[src/rtl/riscv_multicycle_ctrl.sv]
// Multi-cycle RISC-V control FSM: sequences fetch/decode/execute/memory/
// writeback, drives datapath mux selects and write strobes, stalls on the
// shared-memory handshake and counts retired instructions.
//
// Memory handshake: mem_read / mem_write are held high for as long as the
// FSM sits in FETCH, MEMRD or MEMWR; the access completes in the cycle where
// mem_ready is 1, and the FSM leaves that state at the following edge.
module riscv_multicycle_ctrl #(
   parameter int CNT_W = 32
) (
   input  logic             clk,
   input  logic             reset,
   input  logic [6:0]       opcode,
   input  logic             zero,
   input  logic             mem_ready,
   output logic             pc_write,
   output logic             pc_src,
   output logic             ir_write,
   output logic             i_or_d,
   output logic             mem_read,
   output logic             mem_write,
   output logic             alu_src_a,
   output logic [1:0]       alu_src_b,
   output logic [1:0]       alu_op,
   output logic             mem_to_reg,
   output logic             reg_write,
   output logic             illegal,
   output logic [3:0]       state,
   output logic [CNT_W-1:0] retired
);

   typedef enum logic [3:0] {
      S_FETCH   = 4'd0,
      S_DECODE  = 4'd1,
      S_MEMADDR = 4'd2,
      S_MEMRD   = 4'd3,
      S_MEMWR   = 4'd4,
      S_LOADWB  = 4'd5,
      S_EXEC_R  = 4'd6,
      S_EXEC_I  = 4'd7,
      S_ALUWB   = 4'd8,
      S_BRANCH  = 4'd9,
      S_ILLEGAL = 4'd10
   } state_t;

   localparam logic [6:0] OP_LOAD   = 7'b0000011;
   localparam logic [6:0] OP_STORE  = 7'b0100011;
   localparam logic [6:0] OP_R      = 7'b0110011;
   localparam logic [6:0] OP_I      = 7'b0010011;
   localparam logic [6:0] OP_BRANCH = 7'b1100011;

   state_t           state_q, state_d;
   logic [CNT_W-1:0] retired_q, retired_d;
   logic             illegal_q, illegal_d;
   logic             retire;

   // Next state, retire decision and sticky illegal flag
   always_comb begin
      state_d = S_FETCH;
      case (state_q)
         S_FETCH:   state_d = mem_ready ? S_DECODE : S_FETCH;
         S_DECODE: begin
            case (opcode)
               OP_LOAD, OP_STORE: state_d = S_MEMADDR;
               OP_R:              state_d = S_EXEC_R;
               OP_I:              state_d = S_EXEC_I;
               OP_BRANCH:         state_d = S_BRANCH;
               default:           state_d = S_ILLEGAL;
            endcase
         end
         // opcode is stable after DECODE, so anything but load/store here
         // can only come from a corrupted IR; trap it rather than guess
         S_MEMADDR: begin
            if (opcode == OP_LOAD)       state_d = S_MEMRD;
            else if (opcode == OP_STORE) state_d = S_MEMWR;
            else                         state_d = S_ILLEGAL;
         end
         S_MEMRD:   state_d = mem_ready ? S_LOADWB : S_MEMRD;
         S_MEMWR:   state_d = mem_ready ? S_FETCH : S_MEMWR;
         S_LOADWB:  state_d = S_FETCH;
         S_EXEC_R:  state_d = S_ALUWB;
         S_EXEC_I:  state_d = S_ALUWB;
         S_ALUWB:   state_d = S_FETCH;
         S_BRANCH:  state_d = S_FETCH;
         S_ILLEGAL: state_d = S_ILLEGAL;
         default:   state_d = S_FETCH;
      endcase

      retire = (state_q == S_LOADWB) || (state_q == S_ALUWB) ||
               (state_q == S_BRANCH) || ((state_q == S_MEMWR) && mem_ready);
      retired_d = retired_q + {{(CNT_W-1){1'b0}}, retire};
      illegal_d = illegal_q | (state_d == S_ILLEGAL);
   end

   // State, retire counter and illegal flag registers
   always_ff @(posedge clk) begin
      if (reset) begin
         state_q   <= S_FETCH;
         retired_q <= '0;
         illegal_q <= 1'b0;
      end else begin
         state_q   <= state_d;
         retired_q <= retired_d;
         illegal_q <= illegal_d;
      end
   end

   // Datapath controls decoded from state; strobes are masked during reset
   always_comb begin
      pc_write   = 1'b0;
      pc_src     = 1'b0;
      ir_write   = 1'b0;
      i_or_d     = 1'b0;
      mem_read   = 1'b0;
      mem_write  = 1'b0;
      alu_src_a  = 1'b0;
      alu_src_b  = 2'b00;
      alu_op     = 2'b00;
      mem_to_reg = 1'b0;
      reg_write  = 1'b0;
      case (state_q)
         S_FETCH: begin
            mem_read  = 1'b1;
            alu_src_b = 2'b01;
            ir_write  = mem_ready;
            pc_write  = mem_ready;
         end
         S_DECODE:  alu_src_b = 2'b10;
         S_MEMADDR: begin
            alu_src_a = 1'b1;
            alu_src_b = 2'b10;
         end
         S_MEMRD: begin
            mem_read = 1'b1;
            i_or_d   = 1'b1;
         end
         S_MEMWR: begin
            mem_write = 1'b1;
            i_or_d    = 1'b1;
         end
         S_LOADWB: begin
            reg_write  = 1'b1;
            mem_to_reg = 1'b1;
         end
         S_EXEC_R: begin
            alu_src_a = 1'b1;
            alu_op    = 2'b10;
         end
         S_EXEC_I: begin
            alu_src_a = 1'b1;
            alu_src_b = 2'b10;
            alu_op    = 2'b10;
         end
         S_ALUWB:   reg_write = 1'b1;
         S_BRANCH: begin
            alu_src_a = 1'b1;
            alu_op    = 2'b01;
            pc_src    = 1'b1;
            pc_write  = zero;
         end
         default: ;
      endcase
      if (reset) begin
         pc_write  = 1'b0;
         ir_write  = 1'b0;
         reg_write = 1'b0;
         mem_write = 1'b0;
         mem_read  = 1'b0;
      end
   end

   assign state   = state_q;
   assign retired = retired_q;
   assign illegal = illegal_q;

endmodule

[config.mk]
export PLATFORM = sky130hd
export DESIGN_NAME = riscv_multicycle_ctrl
export DESIGN_NICKNAME = d
export VERILOG_FILES = /design/src/rtl/riscv_multicycle_ctrl.sv
export SDC_FILE = /design/constraint.sdc
export NUM_CORES = 1
export LEC_CHECK = 0
export CAP_MARGIN = 20
export CORE_MARGIN = 2
export CORE_UTILIZATION = 51
export CTS_CLUSTER_DIAMETER = 60
export DETAILED_ROUTE_END_ITERATION = 7
export PLACE_DENSITY = 0.85
export SLEW_MARGIN = 10
export SYNTH_ARGS = -nofsm -noshare
export SYNTH_HDL_FRONTEND = slang
export SYNTH_SLANG_ARGS = --single-unit
[constraint.sdc]
create_clock -name clk -period 4.9 [get_ports clk]
set_input_delay 0.735 -clock clk [delete_from_list [all_inputs] [get_ports clk]]
set_output_delay 0.735 -clock clk [all_outputs]
set_load 0.005 [all_outputs]
== After elaboration in Yosys (flattened, before gate mapping) ==
Index checks and enable logic that the tools add are counted.
Widths: inputs -> output; s select.
Storage, ports and cells
  bits in writable memories: 0
  bits in read-only memories: 0
  input bits: 11
  latch bits: 0
  flip-flop bits (word level): 37
  memories kept: 0
  logic and storage cells: 56
  output and inout bits: 50
Operators by class
  $add $sub $neg: 1
  divide/modulo/power cells: 0
  shift operators: 0
  muxes and demuxes: 23
  bitwise logic cells: 1
  reductions and logical operators: 12
  magnitude comparators: 0
  multiply operators: 0
  equal/unequal tests: 16
Operators with widths (count)
  $add 32x1->32: 1
  $pmux 4 s7: 1
  $eq 4x3->1 const B: 4
  $eq 4x4->1 const B: 4
  $pmux 4 s4: 1
  $eq 7x6->1 const B: 2
  $mux 1: 14
  $reduce_or 2->1: 5
  $eq 4x2->1 const B: 2
  $mux 4: 2
  $pmux 2 s2: 2
  $eq 7x2->1 const B: 1
  $eq 7x5->1 const B: 1
  $eq 7x7->1 const B: 1
  $mux 3: 2
  $eq 4x1->1 const B: 1
  $logic_not 4->1: 1
  $reduce_or 4->1: 1
  $logic_or 1x1->1: 3
  $reduce_or 3->1: 1
  $pmux 1 s2: 1
  $logic_and 1x1->1: 1
  $or 1x1->1: 1

== Longest topological paths before layout ==
Gate-level depths: netlist of the first run.
  depth after elaboration: 6
  mapped depth: 13
  depth with buffers taken out: 10

== Worst setup path after synthesis of the first run ==
OpenSTA, ideal clock, no wires.
  path type: register -> register
  start: register state_q[0], in the netlist state[0]
  end: register retired_q[26], in the netlist retired[26]
  path slack: 1.950 ns
  stages on the path, launching flop included: 12
  setup time: 0.123 ns
  arrival: 2.827 ns
  buffers on the path: 3
  required time: 4.777 ns
  clock period less this slack: 2.950 ns
  cells stage by stage: dfxtp_1 -> clkbuf_1 -> buf_1 -> o21ai_0 -> a21oi_1 -> ha_1 -> ha_1 -> nand2_1 -> or4_1 -> buf_2 -> nor4_1 -> mux2_1
On the way
  longest elaborated chain between the ends: 5
  elaborated cells between the ends (all ways): 9
  those cells by class: 1 x add/sub; 4 x eq/ne; 4 x reduce/logical
RTL lines
  start: declaration: line 52  | state_t state_q, state_d;
  start signal: assignment: line 102  | state_q <= state_d;
  $eq 4x3->1 or $eq 4x4->1 (tied branches): line 89  | retire = (state_q == S_LOADWB) || (state_q == S_ALUWB) ||
  $logic_or 1x1->1 (2 in series): line 89
  $logic_or 1x1->1 (*): line 90  | (state_q == S_BRANCH) || ((state_q == S_MEMWR) && mem_ready);
  $add 32x1->32 (*): line 91  | retired_d = retired_q + {{(CNT_W-1){1'b0}}, retire};
  end signal: assignment: line 103  | retired_q <= retired_d;
  end: declaration: line 53  | logic [CNT_W-1:0] retired_q, retired_d;
Every way passes the cells marked *; elsewhere a longest branch is shown, timed or not.
A chain may end at the register's enable or synchronous reset.

== Worst setup path after layout of the first run ==
  start: register state_q[2], in the netlist state[2]
  end: register retired_q[28], in the netlist retired[28]
Same word-level chain as after synthesis.

==> results.sh, run 1 <==
export IMPL_wl_per_cell_microns=13.7
export IMPL_final_cell_mix="clkdlybuf4s50_1 (60), dfxtp_1 (37), nor2_1 (34)"
export IMPL_crit_path_top_delay_cell="or4_1"
export IMPL_finalCritPeriodShare_pct=68.7
export IMPL_grt_usage_pct=22.8
export IMPL_hp_class="reg -> reg"
export IMPL_avgSynthCellArea_sq_um=7.84
export IMPL_antenna_found_initial=0
export IMPL_start_util_pct=53.1
export IMPL_tns_ns=0
export IMPL_skew_ns=0.00717
export IMPL_diodes=0
export IMPL_p_leak_nw=0.992
export IMPL_port_buffers=60
export IMPL_cts_made_buffers=5
export IMPL_overflow=0
export IMPL_clockBufferDepth=2
export IMPL_drcViolationCount=0
export IMPL_drv_slew=0
export IMPL_fp_dieH_microns=68.5
export IMPL_hold_violations=0
export IMPL_synth_ff_type="dfxtp_1"
export IMPL_fmax_ghz=0.297
export IMPL_htreeDepth=2
export IMPL_place_congestion=0.929
export IMPL_crit_required_ns=5.07
export IMPL_areaGrowthSynthToFinish_pct=33.9
export IMPL_final_layout_size_suffix_gt1_share_pct=5.88
export IMPL_setup_worst_path_start_class="register"
export IMPL_post_drt_via_cell_ratio=5.70
export IMPL_p_per_area_nw_per_um2=343
export IMPL_crit_type="reg -> reg"
export IMPL_cp_common_cell="ha_1"
export IMPL_grt_max_degree=42
export IMPL_finalSetupViolCount=0
export IMPL_timing_max_cap_violations=0
export IMPL_cp_cell_sequence="inv_1 -> nor2_1 -> o21ai_0 -> a21oi_1 -> ha_1 -> ha_1 -> nand2_1 -> or4_1 -> nor4_1 -> mux2_1"
export IMPL_cts_tree="yes"
export IMPL_die_x_microns=68.5
export IMPL_status="completed"
export IMPL_routed_wl_mm=5.10
export IMPL_ys_ff_latch=37
export IMPL_grt_pass1_vias=1929
export IMPL_arrival_ns=3.54
export IMPL_fin_nets=335
export IMPL_drtPass1Iterations=4
export IMPL_cts_sinks=37
export IMPL_fin_crit_ns=3.37
export IMPL_max_slew_margin_pct=50.5
export IMPL_total_power_w=0.000976
export IMPL_tightest_slew_ns=0.742
export IMPL_cts_repair_resized=0
export IMPL_synthCells=271
export IMPL_critPathCaptureType="register"
export IMPL_yosysWarningCount=0
export IMPL_num_vias=2125
export IMPL_final_common_cell="clkdlybuf4s50_1"
export IMPL_hold_buffers=0
export IMPL_synth_cell_type_count=40
export IMPL_placed_cells=365
export IMPL_synth_edf_count=0
export IMPL_postCtsSetupBuffers=0
export IMPL_clk_latency_ns=0.29
export IMPL_synthArstFlopShare_pct=0
export IMPL_synth_fp_nets=284
export IMPL_coreArea_sq_um=4000
export IMPL_path_buf_inv=1
export IMPL_yosysSeqAreaShare_pct=34.9
export IMPL_fin_cells=373
export IMPL_crit_path_max_fanout=17
export IMPL_first_iter_violations=146
export IMPL_synth_area_sq_um=2120
export IMPL_rsz0062_at_grt="false"
export IMPL_cts_root_buf="clkbuf_8"
export IMPL_grt_pass1_wl_mm=8.20
export IMPL_irDropWorstVdd_v=0.000274
export IMPL_dp_hpwl_mm=3.54
export IMPL_rows=23
export IMPL_die_area_sq_um=4700
export IMPL_cpLargestDelayFamily="simple AND/OR/NAND/NOR gates"
export IMPL_path_clk_slew_ns=0.07
export IMPL_critPathMaxStageDelay_ns=0.66
export IMPL_io_pins=61
export IMPL_ant_nets=0
worst reg2reg max path: cells and delay by family (launching register included):
family / cells / cell delay, ns
AO/OA/AOI/OAI: 2 / 0.29
adder cells (fa/ha/maj): 2 / 0.39
buffers and inverters: 1 / 0.22
flip-flops: 1 / 0.61
multiplexers: 1 / 0.35
AND/OR/NAND/NOR: 4 / 1.39
Yosys cell counts, types with 2 or more instances:
cell / n / area share, %
xor2_1: 6 / 2.5
mux2_1: 3 / 1.6
nor3b_1: 3 / 1.1
nand3_1: 11 / 2.6
nor2b_1: 18 / 5.3
o21ai_0: 10 / 2.4
nand2b_1: 4 / 1.2
and3_1: 8 / 2.4
or4_1: 7 / 2.5
nor2_1: 34 / 6.0
dfxtp_1: 37 / 35
nand4_1: 5 / 1.5
xnor2_1: 5 / 2.1
a21oi_1: 18 / 4.2
o31ai_1: 6 / 2.1
mux2_2: 8 / 4.2
buf_1: 3 / 0.53
ha_1: 2 / 1.2
a31oi_1: 2 / 0.59
nor3_1: 6 / 1.4
clkbuf_1: 12 / 2.1
buf_2: 2 / 0.47
inv_1: 7 / 1.2
and2_1: 4 / 1.2
nor4_1: 14 / 4.1
a2111oi_0: 2 / 0.83
and3b_1: 2 / 0.83
nand2_1: 15 / 2.7
or3_1: 6 / 1.8
worst paths after layout:
path / start / end / slack [ns] / cells after the start
setup / recovery: state[2] / retired[28] / 1.53 / 10
hold reg to reg: illegal / illegal / 0.48 / 1
hold / removal: illegal / illegal / 0.48 / 1
setup reg to reg: state[2] / retired[28] / 1.53 / 10
metal layers:
metal / track usage (%) / routed length (microns)
met5: 0 / 0
met3: 5.68 / 327
met2: 40.1 / 2410
met4: 7.25 / 78
met1: 26.9 / 2280
layout make-up:
type | count | area, sq um
sequential | 37 | 741
clock buffer | 7 | 86.3
fill | 335 | 1160
timing repair buffer | 61 | 608
inverter | 7 | 26.3
tap | 50 | 62.6
multi-input combinational | 210 | 1290
clock inverter | 1 | 30.0
registers in the layout, indices dropped and copies added, names as in the netlist:
register and cells:
illegal 1, state 4, retired 32
stage by stage:
step / setup WS, ns / instance area, sq um / hold WS (ns) / util, %
floorplan: 1.95 / 2120 / 0.464 / -
global placement: 1.37 / 2730 / 0.451 / 68.2
detailed placement: 1.26 / 2730 / 0.463 / 68.2
CTS: 1.55 / 2840 / 0.480 / 71.1
global route: 1.20 / 2840 / 0.490 / 71.1
finish: 1.53 / 2840 / 0.482 / 71.1
logic make-up after synthesis:
kind of cell	synth area share [%]
adders and majority gates	1.18
and+or+nand+nor	36.8
DFF	34.9
muxes	6.31
AOI/OAI and AO/OA	11.9
xor gates and xnor gates	4.54
buffers and inverters	4.36
power breakdown:
group	leakage, nW	internal, W	switching [W]
clock network	0.0585	0.000166	0.000105
logic	0.635	0.000189	0.000120
registers	0.299	0.000322	0.0000740
total	0.992	0.000677	0.000299
Note: power is estimated with default switching activity, not from simulation.
==> inputs of run 2 (changes only) <==
--- a/config.mk
+++ b/config.mk
@@ -7,10 +7,10 @@
 export LEC_CHECK = 0
 export CAP_MARGIN = 20
 export CORE_MARGIN = 2
-export CORE_UTILIZATION = 51
+export CORE_UTILIZATION = 48
 export CTS_CLUSTER_DIAMETER = 60
 export DETAILED_ROUTE_END_ITERATION = 7
-export PLACE_DENSITY = 0.85
+export PLACE_DENSITY = 0.81
 export SLEW_MARGIN = 10
 export SYNTH_ARGS = -nofsm -noshare
 export SYNTH_HDL_FRONTEND = slang
==> constraint.sdc (replaced) <==
create_clock -name clk -period 3.39 [get_ports clk]
set_input_delay 0.5085 -clock clk [delete_from_list [all_inputs] [get_ports clk]]
set_output_delay 0.5085 -clock clk [all_outputs]
set_load 0.005 [all_outputs]
==> results.sh, run 2 (synthesized netlist as in run 1, its figures left out) <==
export IMPL_status="completed"
export IMPL_rsz0062_at_grt="false"
export IMPL_die_x_microns=70.5
export IMPL_clk_latency_ns=0.29
export IMPL_finalSetupViolCount=0
export IMPL_io_pins=61
export IMPL_skew_ns=0.00214
export IMPL_die_area_sq_um=4970
export IMPL_clockPowerShare_pct=27.8
export IMPL_fin_crit_ns=2.92
export IMPL_timing_max_cap_violations=0
export IMPL_intPower_w=0.00100
export IMPL_design_area_sq_um=2890
export IMPL_fin_cells=380
export IMPL_setup_ws_ns=0.470
export IMPL_irDropWorstVdd_v=0.000388
export IMPL_pwr_share_seq_pct=33.6
export IMPL_overflow=0
export IMPL_placed_cells=372
export IMPL_diodes=0
export IMPL_largest_register_ffs=32
export IMPL_start_util_pct=49.4
export IMPL_dp_hpwl_mm=3.68
export IMPL_grt_pass1_wl_mm=8.91
export IMPL_num_vias=2183
export IMPL_areaGrowthSynthToFinish_pct=36.0
export IMPL_swShare_pct=31.3
export IMPL_placed_area_sq_um=2770
export IMPL_postCtsSetupBuffers=0
export IMPL_crit_path_max_fanout=17
export IMPL_final_layout_size_suffix_gt1_share_pct=7.62
export IMPL_fp_dieH_microns=70.5
export IMPL_multi_input_area_sq_um=1290
export IMPL_arrival_ns=3.10
export IMPL_grt_max_degree=45
export IMPL_fmax_ghz=0.342
export IMPL_cts_made_buffers=5
export IMPL_grt_usage_pct=21.8
export IMPL_p_leak_nw=1.02
export IMPL_hp_class="reg -> reg"
export IMPL_place_ws_ns=0.170
export IMPL_port_buffers=60
export IMPL_max_slew_margin_pct=64.6
export IMPL_final_seq_area_sq_um=741
export IMPL_antenna_found_initial=0
export IMPL_crit_required_ns=3.57
export IMPL_hold_buffers=0
export IMPL_setup_worst_path_start_class="primary input"
export IMPL_cts_tree="yes"
export IMPL_post_drt_via_cell_ratio=5.74
export IMPL_cts_root_buf="clkbuf_8"
export IMPL_fillCellCount=371
export IMPL_htreeDepth=2
export IMPL_grt_pass1_vias=1963
export IMPL_routed_wl_mm=5.28
export IMPL_crit_type="in -> reg"
export IMPL_wl_per_cell_microns=13.9
export IMPL_rows=24
export IMPL_place_congestion=0.865
export IMPL_coreArea_sq_um=4290
export IMPL_ant_nets=0
export IMPL_cts_repair_resized=0
export IMPL_drtPass1Iterations=5
export IMPL_final_common_cell="clkdlybuf4s50_1"
export IMPL_fin_nets=340
export IMPL_drcViolationCount=0
export IMPL_critPathCaptureType="register"
export IMPL_tightest_slew_ns=0.529
export IMPL_first_iter_violations=173
export IMPL_pwr_share_comb_pct=38.5
export IMPL_cts_sinks=37
export IMPL_finalCritPeriodShare_pct=86.1
export IMPL_hold_violations=0
export IMPL_final_cell_mix="clkdlybuf4s50_1 (60), dfxtp_1 (37), nor2_1 (34)"
export IMPL_p_per_area_nw_per_um2=505
export IMPL_switchingPower_w=0.000456
export IMPL_path_clk_slew_ns=0.08
export IMPL_drv_slew=0
export IMPL_tns_ns=0
export IMPL_clockBufferDepth=2
==> run 2: worst max-delay path: stages <==
cell,delay (ns)
clkdlybuf4s50_1,0.48
o21ai_0,0.08
a21oi_1,0.15
ha_1,0.17
ha_1,0.20
nand2_1,0.11
or4_1,0.66
nor4_1,0.39
mux2_1,0.35
==> run 2: path summary, 6_finish.rpt <==
path / slack, ns / from / endpoint / cells past startpoint
worst max-delay path: 0.47 / mem_ready / retired[28] / 9
worst min-delay path: 0.48 / illegal / illegal / 1
worst max register to register: 0.47 / state[2] / retired[28] / 10
worst min register to register: 0.48 / illegal / illegal / 1
==> run 2: stage by stage <==
step                      power (W)  util (%)  hold WS, ns
after floorplan            0.000804         -        0.464
after global routing        0.00154      67.2        0.522
after detailed placement    0.00106      64.5        0.460
after CTS                   0.00146      67.2        0.478
after global placement      0.00105      64.5        0.458
final                       0.00146      67.2        0.475
==> run 2: final cells by class <==
cell class / count / share of cell area, %
clock buffers: 6 / 2.86
well taps: 52 / 2.25
clock inverters: 2 / 1.30
inverters: 7 / 0.910
flip-flops and latches: 37 / 25.6
multi-input cells: 210 / 44.7
repair buffers: 66 / 22.4
==> run 2: routing by layer <==
metal / global-route usage (%) / wire (microns) / vias up
met4: 6.84 / 25 / 0
met2: 37.2 / 2720 / 61
met3: 5.05 / 268 / 2
met5: 0 / 0 / -
li1: - / - / 1079
met1: 27.2 / 2270 / 1041
==> run 2: power by group through the flow <==
stage	Combinational, W	Clock [W]	Sequential [W]
6_report	0.000562	0.000406	0.000490
5_1_grt	0.000615	0.000426	0.000495
4_1_cts	0.000562	0.000410	0.000490
3_5_place_dp	0.000556	0	0.000500
3_3_place_gp	0.000552	0	0.000499
2_1_floorplan	0.000306	0	0.000498
==> inputs of run 3 (changes only) <==
--- a/config.mk
+++ b/config.mk
@@ -5,12 +5,11 @@
 export SDC_FILE = /design/constraint.sdc
 export NUM_CORES = 1
 export LEC_CHECK = 0
-export CAP_MARGIN = 20
 export CORE_MARGIN = 2
 export CORE_UTILIZATION = 48
 export CTS_CLUSTER_DIAMETER = 60
 export DETAILED_ROUTE_END_ITERATION = 7
-export PLACE_DENSITY = 0.81
+export PLACE_DENSITY_LB_ADDON = 0.05
 export SLEW_MARGIN = 10
 export SYNTH_ARGS = -nofsm -noshare
 export SYNTH_HDL_FRONTEND = slang
==> results.sh, run 3 (synthesized netlist as in run 1, its figures left out) <==
export IMPL_status="completed"
export IMPL_r2r_start="state[3]"
export IMPL_holdCritStartpoint="illegal"
export IMPL_grtUsageMet2_pct=35.3
export IMPL_clockBufferDepth=2
export IMPL_die_x_microns=70.5
export IMPL_coreArea_sq_um=4290
export IMPL_grt_pass1_vias=1948
export IMPL_cts_root_buf="clkbuf_8"
export IMPL_finalCritPeriodShare_pct=84.5
export IMPL_r2r_end="retired[18]"
export IMPL_total_power_w=0.00138
export IMPL_crit_type="in -> reg"
export IMPL_r2r_slack_ns=0.57
export IMPL_diodes=0
export IMPL_fillCellCount=377
export IMPL_fin_cells=382
export IMPL_final_cell_mix="clkdlybuf4s50_1 (60), dfxtp_1 (37), nor2_1 (34)"
export IMPL_critPathCaptureType="register"
export IMPL_fmax_ghz=0.349
export IMPL_clk_latency_ns=0.29
export IMPL_start_util_pct=49.4
export IMPL_grt_pass1_wl_mm=8.56
export IMPL_final_layout_size_suffix_gt1_share_pct=8.18
export IMPL_ant_nets=0
export IMPL_placed_cells=374
export IMPL_tns_ns=0
export IMPL_p_leak_nw=1.02
export IMPL_cts_tree="yes"
export IMPL_skew_ns=0.00297
export IMPL_multi_input_area_sq_um=1290
export IMPL_tightest_slew_ns=0.494
export IMPL_drtPass1Iterations=4
export IMPL_wl_per_cell_microns=13.3
export IMPL_drv_slew=0
export IMPL_largest_register_ffs=32
export IMPL_areaGrowthSynthToFinish_pct=35.6
export IMPL_num_vias=2121
export IMPL_final_core_util_pct=67.0
export IMPL_p_per_area_nw_per_um2=480
export IMPL_fp_dieH_microns=70.5
export IMPL_rsz0062_at_grt="false"
export IMPL_intPower_w=0.000926
export IMPL_htreeDepth=2
export IMPL_dp_hpwl_mm=3.58
export IMPL_routed_wl_mm=5.08
export IMPL_drcViolationCount=0
export IMPL_pwr_share_comb_pct=40.0
export IMPL_arrival_ns=3.10
export IMPL_irDropWorstVdd_v=0.000381
export IMPL_final_common_cell="clkdlybuf4s50_1"
export IMPL_grt_use_met1_pct=26.5
export IMPL_postCtsSetupBuffers=0
export IMPL_switchingPower_w=0.000456
export IMPL_cts_repair_resized=0
export IMPL_die_area_sq_um=4970
export IMPL_path_clk_slew_ns=0.08
export IMPL_grt_usage_pct=21.2
export IMPL_pwr_share_seq_pct=35.8
export IMPL_whs_endpoint="illegal"
export IMPL_fin_nets=342
export IMPL_timing_max_cap_violations=0
export IMPL_overflow=0
export IMPL_post_drt_via_cell_ratio=5.55
export IMPL_use_met3_pct=5.63
export IMPL_max_slew_margin_pct=67.0
export IMPL_cts_made_buffers=5
export IMPL_crit_path_max_fanout=10
export IMPL_cts_sinks=37
export IMPL_grt_busiest_layer="met2"
export IMPL_rows=24
export IMPL_fin_crit_ns=2.87
export IMPL_place_congestion=0.829
export IMPL_setup_worst_path_start_class="primary input"
export IMPL_port_buffers=60
export IMPL_crit_required_ns=3.62
export IMPL_hold_violations=0
export IMPL_crit_path_top_delay_cell="or4_1"
export IMPL_grt_max_degree=40
export IMPL_io_pins=61
export IMPL_hp_class="reg -> reg"
export IMPL_cp_cell_sequence="clkdlybuf4s50_1 -> o21ai_0 -> a21oi_1 -> ha_1 -> ha_1 -> nand2_1 -> or4_1 -> buf_4 -> or4_1 -> a21oi_1"
export IMPL_hold_depth=1
export IMPL_final_seq_area_sq_um=741
export IMPL_finalSetupViolCount=0
export IMPL_clockPowerShare_pct=24.2
export IMPL_swShare_pct=33.0
export IMPL_first_iter_violations=89
export IMPL_critPathMaxStageDelay_ns=0.59
export IMPL_antenna_found_initial=0
export IMPL_worstRegToRegCells=10
export IMPL_hold_buffers=0
run 3: cell count changes in the layout (fill, tap and decap cells not counted):
cell and change:
clkinvlp_4 -1, buf_4 +2, clkinv_2 +1, clkinv_4 +1
bufinv_16 -1
run 3: worst max-delay path by stage:
stage | startpoint | endpoint | slack [ns] | cells past startpoint
CTS | mem_ready | retired[28] | 0.52 | 9
floorplan | state[0] | retired[26] | 0.44 | 11
finish | mem_ready | retired[18] | 0.52 | 10
global placement | mem_ready | retired[18] | 0.24 | 10
global route | state[2] | retired[28] | 0.33 | 10
detailed placement | mem_ready | retired[28] | 0.21 | 9
run 3: layer usage:
layer | routed length (microns) | vias up | share of wire, %
met5 | 0 | - | 0
met4 | 62 | 0 | 1.2
met3 | 244 | 5 | 4.8
met2 | 2380 | 50 | 47
met1 | 2390 | 982 | 47
li1 | - | 1084 | -
run 3: cell type report:
cell class / count / area share, %
clock inverter: 2 / 0.478
multi-input combinational: 210 / 44.8
inverter: 7 / 0.913
tap: 52 / 2.26
clock buffer: 6 / 2.87
sequential: 37 / 25.7
timing repair buffer: 68 / 22.9
run 3: worst max-delay path, delay by kind of cell:
kind	cells	cell delay, ns
buf+inv	2	0.70
simple gates	3	1.10
fa+ha+maj	2	0.39
compound gates	3	0.39
run 3: power by group through the flow:
stage | sequential (W) | combinational (W) | clock [W]
floorplan | 0.000498 | 0.000306 | 0
global placement | 0.000505 | 0.000550 | 0
detailed placement | 0.000505 | 0.000547 | 0
CTS | 0.000494 | 0.000554 | 0.000345
global route | 0.000499 | 0.000614 | 0.000359
finish | 0.000494 | 0.000553 | 0.000334
run 3: stage by stage:
step / setup WS, ns / cell area (sq um) / hold WS, ns
2_1_floorplan: 0.440 / 2120 / 0.464
3_3_place_gp: 0.240 / 2780 / 0.465
3_5_place_dp: 0.209 / 2780 / 0.474
4_1_cts: 0.516 / 2880 / 0.493
5_1_grt: 0.332 / 2880 / 0.510
6_report: 0.525 / 2880 / 0.483
